===== config.mk =====
export PLATFORM = sky130hd
export DESIGN_NAME = imm_signext_flat
export DESIGN_NICKNAME = d
export VERILOG_FILES = /design/src/rtl/imm_signext_pkg.sv /design/src/rtl/imm_signext_if.sv /design/src/rtl/imm_signext_decode.sv /design/src/rtl/imm_signext.sv /design/src/flat_wrapper.sv
export SDC_FILE = /design/constraint.sdc
export NUM_CORES = 1
export LEC_CHECK = 0
export CORE_MARGIN = 4
export CORE_UTILIZATION = 35
export DETAILED_ROUTE_END_ITERATION = 7
export DONT_BUFFER_PORTS = 1
export PLACE_DENSITY_LB_ADDON = 0.3
export SETUP_SLACK_MARGIN = 0.4
export SLEW_MARGIN = 20
export SYNTH_ARGS = -nofsm -noshare
export SYNTH_HDL_FRONTEND = slang
export SYNTH_SLANG_ARGS = --single-unit
export TNS_END_PERCENT = 20

===== constraint.sdc =====
create_clock -name clk -period 0.8 [get_ports clk]
set_clock_uncertainty 0.05 [all_clocks]
set_input_delay 0.04 -clock clk [delete_from_list [all_inputs] [get_ports clk]]
set_output_delay 0.04 -clock clk [all_outputs]
set_load 0.05 [all_outputs]

===== src/rtl/imm_signext_pkg.sv =====
// Shared RV32I decode definitions: major-opcode constants (instr[6:2]) and the
// immediate-format classification used by the immediate generator and control.
package riscv_pkg;

  localparam logic [4:0] OP_LOAD   = 5'b00000;
  localparam logic [4:0] OP_IMM    = 5'b00100;
  localparam logic [4:0] OP_AUIPC  = 5'b00101;
  localparam logic [4:0] OP_STORE  = 5'b01000;
  localparam logic [4:0] OP_LUI    = 5'b01101;
  localparam logic [4:0] OP_BRANCH = 5'b11000;
  localparam logic [4:0] OP_JALR   = 5'b11001;
  localparam logic [4:0] OP_JAL    = 5'b11011;

  typedef enum logic [2:0] {
    IMM_I,
    IMM_S,
    IMM_B,
    IMM_U,
    IMM_J,
    IMM_NONE
  } imm_type_e;

  // Map a major opcode to its immediate format; anything unlisted carries none.
  function automatic imm_type_e opToImmType(input logic [4:0] op);
    case (op)
      OP_LOAD, OP_IMM, OP_JALR: return IMM_I;
      OP_STORE:                 return IMM_S;
      OP_BRANCH:                return IMM_B;
      OP_JAL:                   return IMM_J;
      OP_LUI, OP_AUIPC:         return IMM_U;
      default:                  return IMM_NONE;
    endcase
  endfunction

endpackage


===== src/rtl/imm_signext_if.sv =====
// Decode-stage immediate bus: instruction fields in, registered immediate out.
interface imm_signext_if #(
  parameter int XLEN = 32
);
  logic            en;
  logic [24:0]     DataIn;    // instr[31:7]
  logic [4:0]      Op;        // instr[6:2]
  logic [XLEN-1:0] SignImm;
  logic            ImmValid;

  // Producer of instruction fields / consumer of the immediate.
  modport master (output en, DataIn, Op, input SignImm, ImmValid);
  // The immediate generator itself.
  modport slave  (input en, DataIn, Op, output SignImm, ImmValid);
endinterface


===== src/rtl/imm_signext_decode.sv =====
// Combinational RV32I immediate decoder. Pure bit selection: the sign bit is
// always DataIn[24] (instr[31]). Reusable by the control unit.
module imm_decode
  import riscv_pkg::*;
(
  input  logic [24:0] DataIn,
  input  logic [4:0]  Op,
  output logic [31:0] imm,
  output imm_type_e   immType,
  output logic        valid
);

  logic signBit;

  assign signBit = DataIn[24];
  assign immType = opToImmType(Op);
  assign valid   = (immType != IMM_NONE);

  // Assemble the immediate for the decoded format; unknown formats give zero.
  always_comb begin
    // NOTE: a default assignment ahead of the case keeps every path driven,
    // so no latch is inferred and unsupported opcodes yield a clean 0.
    imm = '0;
    case (immType)
      IMM_I: imm = {{20{signBit}}, DataIn[24:13]};
      IMM_S: imm = {{20{signBit}}, DataIn[24:18], DataIn[4:0]};
      IMM_B: imm = {{19{signBit}}, DataIn[24], DataIn[0], DataIn[23:18],
                    DataIn[4:1], 1'b0};
      IMM_J: imm = {{11{signBit}}, DataIn[24], DataIn[12:5], DataIn[13],
                    DataIn[23:14], 1'b0};
      IMM_U: imm = {DataIn[24:5], 12'b0};
      default: imm = '0;
    endcase
  end

endmodule


===== src/rtl/imm_signext.sv =====
// Registered immediate generator for the decode stage: one cycle of latency
// between the instruction fields and SignImm/ImmValid, with a stage enable.
// Only XLEN = 32 is supported.
module imm_signext #(
  parameter int XLEN = 32
) (
  input  logic         clk,
  input  logic         reset,
  imm_signext_if.slave bus
);
  import riscv_pkg::*;

  logic [XLEN-1:0] immNext;
  imm_type_e       immType;
  logic            validNext;

  imm_decode uDecode (
    .DataIn (bus.DataIn),
    .Op     (bus.Op),
    .imm    (immNext),
    .immType(immType),
    .valid  (validNext)
  );

  // Output registers: cleared by async reset, loaded when the stage is enabled.
  always_ff @(posedge clk or posedge reset) begin
    if (reset) begin
      bus.SignImm  <= '0;
      bus.ImmValid <= 1'b0;
    end else if (bus.en) begin
      // NOTE: non-blocking assignments so every register samples the values
      // present at the edge, independent of statement order.
      bus.SignImm  <= immNext;
      bus.ImmValid <= validNext;
    end
  end

endmodule


===== src/flat_wrapper.sv =====
// flat-port wrapper written by rule: the top's interface ports become plain ports
module imm_signext_flat import riscv_pkg::*;
#(
  parameter int XLEN = 32
)
  (clk, reset, bus_en, bus_DataIn, bus_Op, bus_SignImm, bus_ImmValid);
  imm_signext_if #(.XLEN(XLEN)) bus_i ();
  input  logic clk;
  input  logic reset;
  input wire logic [$bits(bus_i.en)-1:0] bus_en;
  input wire logic [$bits(bus_i.DataIn)-1:0] bus_DataIn;
  input wire logic [$bits(bus_i.Op)-1:0] bus_Op;
  output wire logic [$bits(bus_i.SignImm)-1:0] bus_SignImm;
  output wire logic [$bits(bus_i.ImmValid)-1:0] bus_ImmValid;
  assign bus_i.en = bus_en;
  assign bus_i.DataIn = bus_DataIn;
  assign bus_i.Op = bus_Op;
  assign bus_SignImm = bus_i.SignImm;
  assign bus_ImmValid = bus_i.ImmValid;
  imm_signext #(.XLEN(XLEN)) u_core (.clk(clk), .reset(reset), .bus(bus_i));
endmodule

# [Yosys cells after proc, flatten, opt, wreduce, memory -nomap -nowiden]
# Memories as Yosys holds them, arrays and structs flattened.
# Cells that the tools add are included.
[totals] in_bits=33 mem_bits_ro=96 output_inout_bits=33 regBits=33 mem_count=1 elab_cells=10
[memory_table] name="(name not given)" depth=32 word_bits=3 rd=1 rd_ports_with_merged_regs=0 write_ports=0 line="imm_signext_pkg.sv:25" source="case (op)"
[op_classes] reduce_logical=1 muxes=1 eq_ne=5
[op_table] cell="32-bit one-hot mux with 5 select lines" n=1
[op_table] cell="3-bit by 2-bit equality test with 1-bit output (second input constant)" n=2
[op_table] cell="3-bit by 1-bit equality test with 1-bit output (second input constant)" n=1
[op_table] cell="3-bit equality test (second input constant)" n=1
[op_table] cell="3-bit logical NOT" n=1
[op_table] cell="3-bit != test (second input constant)" n=1

# [Depth between registers and ports, before layout]
# An unclocked memory read counts as a cell.
[logic_depth] word_depth=3 depth_mapped=6 ltp_nobuf=4

# [By module]
# A second synthesis with hierarchy kept.
[hier_totals] cells_unflattened=154 area_unflattened_um2=1886.8
[by_module_without_submodules] mod="imm_signext" instances=1 seq_area_each_um2=825.8 area_each_um2=1385.1 cells_per_inst=71
[by_module_without_submodules] mod="imm_decode" instances=1 seq_area_each_um2=0.0 area_each_um2=501.7 cells_per_inst=83

# [Worst setup path before layout]
# No wires, ideal clock.
[synth_timing] path_kind="input to register" start="in bus_Op[1]" end="reg u_core.bus.ImmValid" setup_time_ns=0.125 t_required_ns=0.625 stages=6 setup_slack_ns=-0.333 n_path_buf=2 t_arrival_ns=0.958 path_cell_list="buf_6 -> and2b_1 -> o22ai_2 -> a32oi_4 -> buf_6 -> o21ai_1"
[synth_via] elab_chain_cells=2
[synth_rtl] element="start, declared" line="flat_wrapper.sv:12" source="input wire logic [$bits(bus_i.Op)-1:0] bus_Op;"
[synth_rtl] element="memory 32 x 3 bit"
[synth_rtl] element="3-bit != test" line="imm_signext_decode.sv:17" source="assign valid = (immType != IMM_NONE);"
[synth_rtl] element="end signal, assigned" line="imm_signext.sv:34" source="bus.ImmValid <= validNext;"
[synth_rtl] element="end, declared" line="imm_signext_if.sv:14" source="modport slave (input en, DataIn, Op, output SignImm, ImmValid);"
# No other way between the ends.
# A chain may end at the register's enable or synchronous reset.

# [Worst setup path after layout]
[layout_timing] start="reg u_core.bus.SignImm[28]" end="out bus_SignImm[28]"
[layout_rtl] element="start, declared" line="imm_signext_if.sv:14"
[layout_rtl] element="start signal, assigned" line="imm_signext.sv:33" source="bus.SignImm <= immNext;"
[layout_rtl] element="end, declared" line="flat_wrapper.sv:13" source="output wire logic [$bits(bus_i.SignImm)-1:0] bus_SignImm;"
# No word-level cell between the ends.

==> metrics.md <==
| Metric | Value |
|---|---|
| Vias in the first global route | 1558 |
| Worst vdd ir | 648 uV |
| Met1 Resource Use GR | 0.199 |
| Antenna Diode Count | 0 |
| Unrepaired setup endpoints after global routing | true |
| Post-Syn Area | 1790 um2 |
| Die Span X | 79.5 um |
| Clock-pin slew of the registers on the worst-case setup and hold paths | 0.06 ns |
| YS warnings | 0 |
| Count of state elements after synthesis | 33 |
| Synth Flop Type | dfrtp_1 |
| WHS | -0.361 ns |
| Slowest CP cell | dfrtp_1 |
| P&R area growth vs syn | 41.3% |
| Pint | ~0.0027 W |
| Depth of the CTS H-tree | 2 |
| All-Layer GR Usage | 0.162 |
| Slew Viols, Final | 0 |
| Worst Setup SP | u_core.bus.SignImm[28]$_DFFE_PP0P_ |
| Layout Nets | 232 |
| Fin worst setup slack | -0.132 ns |
| CP Max Fanout | 2 |
| Die Footprint | 6320 um2 |
| Count of final hold-check violations | 65 |
| Top cells by count, synth | 33 x dfrtp_1, 19 x o2bb2ai_2, 11 x a211oi_1 |
| Final core utilization | 0.522 |
| GP Congestion | around 0.76 |
| Clock Latency Late Sink | 0.28 ns |
| Dpl ws | -0.294 ns |
| Rel. slew slack | 0.770 |
| Worst Path Class, Setup | reg -> out |
| Std-Cell Rows | 25 |
| Clock power frac | 0.307 |
| Iter 0 DRT Violations | 62 |
| Post-Syn Nets | 175 |
| CP required | 0.71 ns |
| Largest net degree at the start of global routing | 34 |
| Min Tclk post-route | 0.932 ns |
| Synth area leaders | dfrtp_1 46%, o2bb2ai_2 16%, a211oi_1 4.6% |
| Syn Area/Cell | 12.6 um2 |
| Port bufs | 0 |
| Async set-reset flop share out of synthesis | 1.00 |
| # IOs | 66 |
| CTS Buffer Depth | 2 |
| Number of antenna violations at the first check in global routing | 0 |
| Post-synthesis sequential area ratio | 0.461 |
| CTS tree | done |
| NetSw | ~0.0011 W |
| Worst setup EP type | output pin |
| Congestion Overflow GR | 0 |
| Share of cells above drive strength 1 | 0.510 |
| M3 GR Usage | 0.0440 |
| WL/cell | 18.2 um |
| CP cell instances | buf_6 |
| Sw Share | 0.289 |
| Most Crowded Layer GR | met2 |
| Antenna Violating Nets Remaining | 0 |
| Max Freq | 1070 MHz |
| Sequential share of power | 0.472 |
| Pre-antenna DRT Iters | 4 |
| Starting Density | 0.369 |
| Fillers | 420 |
| Final Cell Area | 2530 um2 |
| Final worst-path cycle share | 1.17 |
| Setup Viol. Count Final | 45 |
| Synth Instances | 142 |
| Worst path buffer plus inverter count | 1 |
| GR Util met2 | 0.273 |
| Via count | 1431 |
| Synth cell types | 37 |
| CP arrival | 0.84 ns |
| Final HPWL DP | between 3 and 4 mm |
| Setup Total Neg Slack | -4.29 ns |
| WL final | 4.87 mm |
| Synth top area share | 0.461 |
| Worst-margin pin slew | 0.345 ns |
| Outcome | finished with violations |
| Root Driver | clkbuf_8 |
| Number of enable flip-flop cells after synthesis | 0 |
| First-pass GRT wire length | 7.89 mm |
| Worst path top cell family by delay | flip-flops |
| Slowest Stage Delay on Critical Path | roughly 0.4 ns |
| Failing checks | negative hold slack, negative setup slack |
| Core footprint | 4850 um2 |
| Worst r2r src | u_core.bus.SignImm[9]$_DFFE_PP0P_ |
| Total CTS buffers | 5 |
| Startpoint Class | flip-flop |
| Hold Path Class | in -> async |
| Die extent in y | roughly 80 um |
| Combinational share of power | 0.222 |
| Power per cell area | 1490 nW/um2 |
| Max Cap Violations | 0 |
| Static Leakage | 1.10 nW |
| DR DRC count | 0 |
| DP Area | 2180 um2 |
| Vias per cell | 5.36 |
| Synth area leader | dfrtp_1 |
| CTS sink count | 33 |
| Most frequent cell after synthesis | dfrtp_1 |
[area by class of cell]
| type | count | area (um2) | area share |
|---|---|---|---|
| Inverter | 5 | 18.8 | 0.00742 |
| Multi-Input combinational cell | 91 | 883 | 0.349 |
| Clock buffer | 8 | 80.1 | 0.0317 |
| Timing Repair Buffer | 63 | 638 | 0.252 |
| Tap cell | 67 | 83.8 | 0.0331 |
| Sequential cell | 33 | 826 | 0.326 |
[timing repair]
item / in CTS / in global routing
pin swaps: 6 / 5
gates resized for setup: 35 / 4
setup endpoints to repair: 66 / 66
buffers inserted: 11 / 4
endpoints found under the hold margin: 65 / 65
[through the flow]
stage          instances  power (W)
2_1_floorplan        142    0.00237
3_3_place_gp         244    0.00254
3_5_place_dp         244    0.00256
4_1_cts              263    0.00379
5_1_grt              267    0.00392
6_report             267    0.00378
[layout by cell type, fill, tap and decap left out, drive strengths merged, types with 2 or more instances in the layout]
master and count:
a211oi 11, a21oi 10, o21ai 2, nor3 2
or2 2, nor2 3, o2bb2ai 26, inv 5
clkbuf 8, a22o 7, buf 63, nor4b 3
dfrtp 33, nand4b 2, nand2 5, a22oi 4
[power by group through the flow]
stage	Clock, W	Combinational (W)	Sequential (W)
2_1_floorplan	0	0.000349	0.00202
3_3_place_gp	0	0.000743	0.00180
3_5_place_dp	0	0.000759	0.00180
4_1_cts	0.00118	0.000826	0.00178
5_1_grt	0.00125	0.000888	0.00179
6_report	0.00116	0.000838	0.00178
[metal layers]
layer | part of all wire | vias to the layer above
met5 | 0 | -
met4 | 0.017 | 0
li1 | - | 669
met2 | 0.51 | 40
met3 | 0.054 | 8
met1 | 0.42 | 714
[kinds of logic after synthesis]
group	Yosys count	synth area share
AOI/OAI and AO/OA	68	0.387
buffers and inverters	18	0.0601
DFF	33	0.461
and+or+nand+nor	23	0.0916
[final timing paths]
path	slack [ns]	to	depth (start not counted)
hold reg to reg	0.46	u_core.bus.SignImm[19]$_DFFE_PP0P_	1
hold / removal	-0.36	u_core.bus.SignImm[15]$_DFFE_PP0P_	2
min in group clk	-0.21	u_core.bus.ImmValid$_DFFE_PP0P_	1
setup / recovery	-0.13	bus_SignImm[28]	1
max in group asynchronous	0.89	u_core.bus.SignImm[8]$_DFFE_PP0P_	2
setup reg to reg	-0.11	u_core.bus.SignImm[9]$_DFFE_PP0P_	2
[registers in the layout, indices dropped and copies added (netlist names)]
name                 cells
u_core.bus.ImmValid      1
u_core.bus.SignImm      32
Power figures use the tool's default switching activity.
